`config.mk`:
```
export PLATFORM = sky130hd
export DESIGN_NAME = score_display_driver
export DESIGN_NICKNAME = d
export VERILOG_FILES = /design/src/rtl/score_display_driver.sv
export SDC_FILE = /design/constraint.sdc
export NUM_CORES = 1
export LEC_CHECK = 0
export CAP_MARGIN = 20
export CORE_MARGIN = 10
export CORE_UTILIZATION = 30
export DETAILED_ROUTE_END_ITERATION = 10
export GPL_TIMING_DRIVEN = 0
export PLACE_DENSITY = 0.5
export SYNTH_ARGS = -nofsm -noshare
export SYNTH_HDL_FRONTEND = slang
export SYNTH_SLANG_ARGS = --single-unit
```
`constraint.sdc`:
```
create_clock -name CLK -period 2.4 [get_ports CLK]
set_input_delay 0.6 -clock CLK [delete_from_list [all_inputs] [get_ports CLK]]
set_output_delay 0.6 -clock CLK [all_outputs]
set_load 0.005 [all_outputs]
```
`src/rtl/score_display_driver.sv`:
```
// Four-digit common-anode 7-segment scan driver.
// Digits 1:0 show the live score in decimal and digits 3:2 show the session high score.
// The high score is committed on each rising edge of GAME_OVER.
// All outputs are registered and update together, only on refresh ticks.
module score_display_driver #(
  parameter int REFRESH_DIV = 50000,
  parameter int PRESC_W     = 16
) (
  input  logic         CLK,
  input  logic         RESET,
  input  logic [3:0]   CURRENT_SCORE,
  input  logic         GAME_OVER,
  output logic [1:0]   STROBE_COUNTER,
  output logic [3:0]   SEG_SELECT,
  output logic [7:0]   HEX_OUT
);

  localparam logic [PRESC_W-1:0] PRESC_LAST = PRESC_W'(REFRESH_DIV - 1);

  logic [PRESC_W-1:0] presc;
  logic               tick;
  logic [3:0]         score_q;
  logic [3:0]         high_q;
  logic               go_q;
  logic               go_rise;
  logic [1:0]         idx_next;
  logic [3:0]         sel_next;
  logic [7:0]         hex_next;

  // Active-low segment pattern for a decimal digit, with the decimal point off.
  function automatic logic [7:0] seg7(input logic [3:0] d);
    logic [7:0] code;
    case (d)
      4'd0:    code = 8'hC0;
      4'd1:    code = 8'hF9;
      4'd2:    code = 8'hA4;
      4'd3:    code = 8'hB0;
      4'd4:    code = 8'h99;
      4'd5:    code = 8'h92;
      4'd6:    code = 8'h82;
      4'd7:    code = 8'hF8;
      4'd8:    code = 8'h80;
      4'd9:    code = 8'h90;
      default: code = 8'hFF;
    endcase
    return code;
  endfunction

  // Units digit of a 0..15 value; the tens digit is simply (v >= 10).
  function automatic logic [3:0] units_of(input logic [3:0] v);
    return (v >= 4'd10) ? (v - 4'd10) : v;
  endfunction

  assign tick    = (presc == PRESC_LAST);
  assign go_rise = GAME_OVER & ~go_q;

  // Decode the digit that the next tick will select.
  always_comb begin
    idx_next = STROBE_COUNTER + 2'd1;
    sel_next = ~(4'b0001 << idx_next);
    hex_next = 8'hFF;
    case (idx_next)
      2'd0: hex_next = seg7(units_of(score_q));
      2'd1: hex_next = (score_q >= 4'd10) ? seg7(4'd1) : 8'hFF;
      2'd2: hex_next = seg7(units_of(high_q)) & 8'h7F;
      2'd3: hex_next = (high_q >= 4'd10) ? seg7(4'd1) : 8'hFF;
      default: hex_next = 8'hFF;
    endcase
  end

  // Refresh prescaler and registered scan outputs.
  always_ff @(posedge CLK) begin
    if (RESET) begin
      presc          <= '0;
      STROBE_COUNTER <= 2'd0;
      SEG_SELECT     <= 4'b1111;
      HEX_OUT        <= 8'hFF;
    end else begin
      if (tick) begin
        presc          <= '0;
        STROBE_COUNTER <= idx_next;
        SEG_SELECT     <= sel_next;
        HEX_OUT        <= hex_next;
      end else begin
        presc <= presc + 1'b1;
      end
    end
  end

  // Input sampling and high-score capture on the GAME_OVER rising edge.
  always_ff @(posedge CLK) begin
    if (RESET) begin
      score_q <= 4'd0;
      high_q  <= 4'd0;
      go_q    <= 1'b0;
    end else begin
      score_q <= CURRENT_SCORE;
      go_q    <= GAME_OVER;
      if (go_rise && (CURRENT_SCORE > high_q)) begin
        high_q <= CURRENT_SCORE;
      end
    end
  end

endmodule

```
Word level (Yosys, flattened, before mapping)
Memories as Yosys holds them, arrays and structs flattened.
Cells that the tools add are included.
{"block": "word_totals", "mem_bits_ro": 224, "register_bits": 39, "memories": 2, "input_bits": 7, "output_inout_bits": 14, "wordCells": 32}
{"name": "(name not given)", "words": 16, "word_bits": 7, "rd": 1, "rd_clocked_by_memory_dff": 0, "write_ports": 0, "line": "33", "rtl": "case (d)"}
{"name": "(name not given)", "words": 16, "word_bits": 7, "rd": 1, "rd_clocked_by_memory_dff": 0, "write_ports": 0, "line": "33"}
{"block": "classes", "eq_ne": 4, "reduce_logical": 3, "n_addsub": 4, "n_lt_le_gt_ge": 3, "muxes": 5, "bitwise_logic": 3, "n_shift": 1}
{"cell": "one-hot mux 8 bit (4 select lines)", "count": 1}
{"cell": "adder 16 x 1 -> 16 bit (second input constant)", "count": 1}
{"cell": "equality test 16 bit (second input constant)", "count": 1}
{"cell": ">= comparator 4 bit (second input constant)", "count": 2}
{"cell": "two-way mux 4 bit", "count": 2}
{"cell": "subtractor 4 bit (second input constant)", "count": 2}
{"cell": "two-way mux 3 bit", "count": 2}
{"cell": "equality test 2 bit (second input constant)", "count": 2}
{"cell": "> comparator 4 bit", "count": 1}
{"cell": "NOT 4 bit", "count": 1}
{"cell": "<< shifter 1 x 2 -> 4 bit (first input constant)", "count": 1}
{"cell": "adder 2 x 1 -> 2 bit (second input constant)", "count": 1}
{"cell": "equality test 2 x 1 -> 1 bit (second input constant)", "count": 1}
{"cell": "zero test 2 bit", "count": 1}
{"cell": "OR reduction 2 bit", "count": 1}
{"cell": "AND 1 bit", "count": 1}
{"cell": "logical AND 1 bit", "count": 1}
{"cell": "NOT 1 bit", "count": 1}

Depth between registers and ports, before layout
Gate-level depths: netlist (run 1).
An unclocked memory read counts as a cell.
{"block": "logic_depth", "depth_word": 4, "mapped_depth": 10}

Worst setup path before layout (run 1)
No wires, ideal clock.
{"block": "synth_path", "path_type": "reg2reg", "from": "register high_q[1]", "to": "register high_q[0]", "stages_incl_launch_ff": 9, "path_buffers": 1, "setup_ps": 121, "arrival_ps": 2082, "slack_ps": 197, "path_cell_list": "dfxtp_1 -> clkbuf_1 -> inv_1 -> ha_1 -> nor2b_1 -> o21a_1 -> o21a_1 -> o2111ai_1 -> mux2_2"}
{"block": "synth_between", "elab_chain_cells": 2}
{"item": "start: declaration", "line": "23", "rtl": "logic [3:0] high_q;"}
{"item": "start signal: assignment", "line": "94", "rtl": "high_q <= 4'd0;"}
{"item": "start signal: assignment", "line": "100", "rtl": "high_q <= CURRENT_SCORE;"}
{"item": "> comparator 4 bit", "line": "99", "rtl": "if (go_rise && (CURRENT_SCORE > high_q)) begin"}
{"item": "logical AND 1 bit", "line": "99"}
No other way between the ends.
A chain may end at the register's enable or synchronous reset.

Worst setup path in the final report (run 1)
{"block": "layout_path", "from": "input port CURRENT_SCORE[1]", "to": "register high_q[1]"}
{"block": "layout_between", "elab_chain_cells": 2}
{"item": "start: declaration", "line": "11", "rtl": "input logic [3:0] CURRENT_SCORE,"}
{"item": "> comparator 4 bit", "line": "99"}
{"item": "logical AND 1 bit", "line": "99"}
Parallel ways exist; a longest one is shown, timed or not.

==> out/results.ini, run 1 <==
[placed_design]
routabilityCongestion = 0.7755
dpl.hpwl_mm = 4.423
io_buffers = 20
dpl.cell_count = 415

[cts]
clock-root-buffer = clkbuf_8
cts_tree = built
cts_made_buffers = 5
htree_levels = 2
clock-sinks = 39
cts_setup_buffers = 0
cts_buffer_depth = 2
clock_latency_ns = 0.30
hold_buffers = 0
clkTransAtPathRegs_ns = 0.08

[critical_path]
r2r-start = score_q[1]
r2r-end = HEX_OUT[4]
r2r_slack_ns = 0.28
required_ns = 2.58
crit_type = primary input to register
crit_fanout = 4
crit_start = CURRENT_SCORE[1]
cp-endpoint = high_q[1]
r2r_cells = 8
cp.arrival_ns = 2.45
end_kind = register
start_kind = primary input

[finish]
final_core_util_pct = 36.57
nFillCells = 853
antenna_cells = 0
finalNetCount = 346
drive_above_1_share_pct = 8.464
areaGrowthSynthToFinish_pct = 17.74
final_cells = 421

[synthesis]
yosysUniqueCellTypes = 49
async_flop_share_pct = 0
synth_ff_type = dfxtp_1
synth_seq_area_share_pct = 32.37
synth_area_sq_um = 2412
avgSynthCellArea_sq_um = 8.233
yosysTopAreaCellShare_pct = 32.37
yosysTopAreaCell = dfxtp_1
ys_seq_elements = 39
yosysWarnings = 0
synth_area_leaders = dfxtp_1 (32%), ha_1 (11%), nor2_1 (5.4%), xor2_1 (4.0%), o21ai_0 (3.7%)
syn-num-nets = 321
synthCells = 293
synth_edf_count = 0

[timing]
clock.fmax_mhz = 440.6
fin_tns_setup_ns = 0
slew_headroom_pct = 51.09
fin_crit_sh_pct = 94.57
finClkSkew_ns = 0.005980
rsz0062_at_grt = no
hold_viol_final = 0
slew_violations = 0
setup_viol = 0
min_period_ns = 2.270
worst_slew_pin_slew_ns = 0.7276

[job]
maxCapViolations = 0

[route]
drt_pre_antenna_iters = 4
wire_per_inst_um = 13.59
vias = 2056
drt-total-wl_mm = 5.723
drc = 0
vias_per_cell = 4.884
ant_nets = 0
first_iter_violations = 67

[global_routing]
grt_max_degree = 14
grt_pass1_vias = 2040
grt_usage_pct = 9.878
overflow = 0
grt_pass1_wl_mm = 9.756
grt_antenna_before_repair = 0

[floorplan]
dieArea_sq_um = 12030
start_util_pct = 31.06
die_y_um = 109.7
die_x_um = 109.7
fp.coreArea_sq_um = 7767
io-pin-count = 21
rows = 32

[power]
ir_drop_v = 0.0002376
p_leak_uw = 0.001068
power_density_nw_per_um2 = 475.2

[worst_hold_path]
hp-class = register to register

[run_status]
status = complete, no violations

==> metal layers <==
layer / vias to the layer above / wire, um / track usage, %
li1: 1077 / - / -
met1: 942 / 2655 / 12.12
met2: 30 / 2821 / 16.82
met3: 7 / 191 / 2.224
met4: 0 / 55 / 2.974
met5: - / 0 / 0
==> what timing repair did <==
item,4_1_cts,5_1_grt
gates resized for setup,1,4
setup endpoints to repair,7,8
endpoints found under the hold margin,0,0
cloned,0,0
==> Yosys cell counts, drive strengths merged, types with 4 or more instances <==
library cell and n:
a211o 6, a21o 4, a21oi 18, and3 4
buf 4, clkbuf 9, dfxtp 39, ha 21
inv 17, mux2 5, nand2 18, nand2b 4
nand3 17, nand4 4, nor2 35, nor2b 9
nor3 5, o21ai 18, xnor2 6, xor2 11
==> placed cells by master, fill, tap and decap left out, types with 6 or more instances in the layout <==
master / instances
o21ai_0: 17
a211o_1: 6
nor2b_1: 9
nor2_1: 35
clkbuf_8: 6
clkdlybuf4s50_1: 20
ha_1: 21
a21oi_1: 17
clkbuf_1: 6
nand2_1: 18
dfxtp_1: 38
xnor2_1: 6
nand3_1: 15
xor2_1: 11
inv_1: 17
==> metrics by stage <==
step                setup WS, ns  area (sq um)  hold slack [ns]  power, uW
finish                    0.1303          2840           0.4707       1350
global route             0.03849          2840           0.4965       1422
CTS                      0.02730          2841           0.4741       1363
detailed placement       -0.3293          2740           0.4545      888.1
global placement         -0.2999          2740           0.4437      887.8
floorplan                 0.1975          2412           0.4261      833.4
==> cells by family (layout without fill, tap and decap cells) <==
kind of cell,after synthesis,count (layout),share of synthesized area [%]
xor gates and xnor gates,17,17,6.172
AOI/OAI and AO/OA,70,70,19.09
DFF,39,39,32.37
adders and majority gates,21,21,10.89
and+or+nand+nor,109,109,23.24
muxes,7,7,3.164
buffers and inverters,30,56,5.083
==> where the power goes <==
part	internal, uW	switching (uW)	total [uW]
Clock	234	238	473
Sequential	661	15.2	676
Combinational	85.4	116	201
==> critical path, cell delays in order <==
cell	delay [ns]
clkdlybuf4s50_1	0.42
ha_1	0.31
nor2b_1	0.14
o21a_1	0.16
o21a_1	0.17
o2111ai_2	0.28
mux2_2	0.37
==> registers in the layout, indices dropped and copies added, names as in the netlist <==
register        count
presc              16
STROBE_COUNTER      2
HEX_OUT             8
go_q                1
SEG_SELECT          4
high_q              4
score_q             4
==> worst min-delay path by stage <==
stage	slack, ns	depth (start not counted)	to	startpoint
final	0.47	1	SEG_SELECT[1]	SEG_SELECT[1]
after floorplan	0.43	1	presc[0]	presc[0]
after global placement	0.44	1	presc[0]	presc[0]
after CTS	0.47	1	SEG_SELECT[3]	SEG_SELECT[3]
after global routing	0.50	1	SEG_SELECT[3]	SEG_SELECT[3]
after detailed placement	0.45	1	SEG_SELECT[3]	SEG_SELECT[3]
==> area by class of cell <==
| cell class | instances | area [sq um] | share of cell area (%) |
|---|---|---|---|
| Clock buffer | 6 | 82.58 | 2.907 |
| Clock inverter | 2 | 16.27 | 0.5727 |
| Inverter | 17 | 63.81 | 2.247 |
| Multi-Input combinational cell | 224 | 1515 | 53.35 |
| Sequential cell | 39 | 782.0 | 27.53 |
| Buffer | 11 | 52.55 | 1.850 |
| Tap cell | 102 | 127.6 | 4.493 |
| Timing Repair Buffer | 20 | 200.2 | 7.048 |
(Power assumes the default switching activity.)
==> run 2, diff against run 1 <==
CORE_ASPECT_RATIO = 1.1   (was default)
DONT_BUFFER_PORTS = 1   (was default)
PLACE_DENSITY = 0.47   (was 0.5)
==> out/results.ini, run 2 (synthesized netlist as in run 1, its figures left out) <==
[floorplan]
die_x_um = 105.5
rows = 34
io-pin-count = 21
start_util_pct = 30.65
fp.coreArea_sq_um = 7870
die_y_um = 114.1
dieArea_sq_um = 12030

[finish]
layout_commonest_cell = dfxtp_1
final_area_sq_um = 2663
largest_reg_flops = 16
top_register = presc
final_cells = 407
final_cell_mix = dfxtp_1 (38), nor2_1 (35), ha_1 (21)
antenna_cells = 0
drive_above_1_share_pct = 8.361
finalNetCount = 326
areaGrowthSynthToFinish_pct = 10.37
reg_top3 = presc (16), HEX_OUT (8)
nFillCells = 831

[placed_design]
dpl.cell_count = 401
place_area_sq_um = 2547
routabilityCongestion = 0.8639
io_buffers = 0
dpl.hpwl_mm = 4.483

[cts]
clkTransAtPathRegs_ns = 0.07
cts_made_buffers = 5
clock-sinks = 39
hold_buffers = 0
htree_levels = 2
clock_latency_ns = 0.29
cts_tree = built
clock-root-buffer = clkbuf_8
cts_buffer_depth = 2

[global_routing]
grt_max_degree = 14
grt_pass1_vias = 1928
grt_antenna_before_repair = 0
grt_pass1_wl_mm = 9.804
grt_usage_pct = 9.809
overflow = 0

[timing]
setup_viol = 0
finClkSkew_ns = 0.009812
slew_violations = 0
slew_headroom_pct = 49.09
min_period_ns = 2.272
hold_viol_final = 0
worst_slew_pin_slew_ns = 0.7573
clock.fmax_mhz = 440.1
fin_crit_sh_pct = 94.67
rsz0062_at_grt = no

[critical_path]
required_ns = 2.57
crit_fanout = 10
critical_path.slowest_cell = dfxtp_1
end_kind = register
cp_slowest_stage_delay_ns = 0.45
cp.arrival_ns = 2.45
crit_chain = clkbuf_1 > inv_1 > ha_1 > o21a_1 > o2111ai_1 > mux2_2
cp_num_buf_inv = 2
crit_type = register to register
start_kind = register
cp_top_family = compound AO/OA/AOI/OAI gates

[power]
ir_drop_v = 0.0002763
p_int_uw = 1078
pwr-share-seq_pct = 46.6
power_density_nw_per_um2 = 544.7
p_sw_uw = 372.0
clockPowerShare_pct = 40.4
p_leak_uw = 0.0009947
p_comb_share_pct = 13.0
switching_share_pct = 25.65

[route]
vias_per_cell = 4.975
drc = 0
drt_pre_antenna_iters = 4
first_iter_violations = 63
wire_per_inst_um = 14.40
vias = 2025
drt-total-wl_mm = 5.862
ant_nets = 0

[run_status]
status = complete, no violations

[worst_hold_path]
hp-class = primary input to register

[job]
maxCapViolations = 0

run 2: final cells by class:
class	count	area, sq um	share of cell area, %
Clock buffer	6	82.58	3.102
Inverter	17	63.81	2.397
Tap cell	108	135.1	5.075
Multi-Input combinational cell	224	1509	56.67
Sequential cell	39	782.0	29.37
Buffer	11	51.30	1.927
Clock inverter	2	38.79	1.457
run 2: power groups by stage:
stage | combinational, uW | clock (uW) | sequential (uW)
floorplan | 149 | 0 | 684
global placement | 190 | 0 | 687
detailed placement | 189 | 0 | 688
CTS | 187 | 606 | 675
global route | 210 | 637 | 679
finish | 188 | 586 | 676
run 2: timing repair:
item / 4_1_cts / 5_1_grt
setup endpoints to repair: 6 / 10
setup buffers: 0 / 0
gates resized for setup: 0 / 3
run 2: metal layers:
layer | part of all wire (%) | global-route usage [%] | wire length (um) | vias up
met5 | 0 | 0 | 0 | -
met4 | 0.92 | 2.891 | 54 | 0
met3 | 4.7 | 2.872 | 274 | 7
met2 | 50 | 17.31 | 2913 | 36
met1 | 45 | 11.21 | 2620 | 944
li1 | - | - | - | 1038
run 2: through the flow:
step / power, uW / worst slack (ns) / TNS (ns) / hold slack (ns) / util (%)
after global placement: 877.1 / -0.09670 / -0.4048 / 0.4448 / 32.37
after detailed placement: 876.9 / -0.1080 / -0.4522 / 0.4576 / 32.37
after CTS: 1469 / 0.02301 / 0 / 0.3793 / 33.86
after floorplan: 833.4 / 0.1975 / 0 / 0.4261 / -
final: 1450 / 0.1280 / 0 / 0.3864 / 33.83
after global routing: 1526 / 0.03413 / 0 / 0.3760 / 33.83
run 2: worst paths after layout:
kind / slack [ns] / cells after the start / end / start
min: 0.39 / 1 / score_q[1] / RESET
min reg2reg: 0.47 / 1 / presc[0] / presc[0]
max reg2reg: 0.13 / 6 / high_q[1] / high_q[3]
max: 0.13 / 6 / high_q[1] / high_q[3]
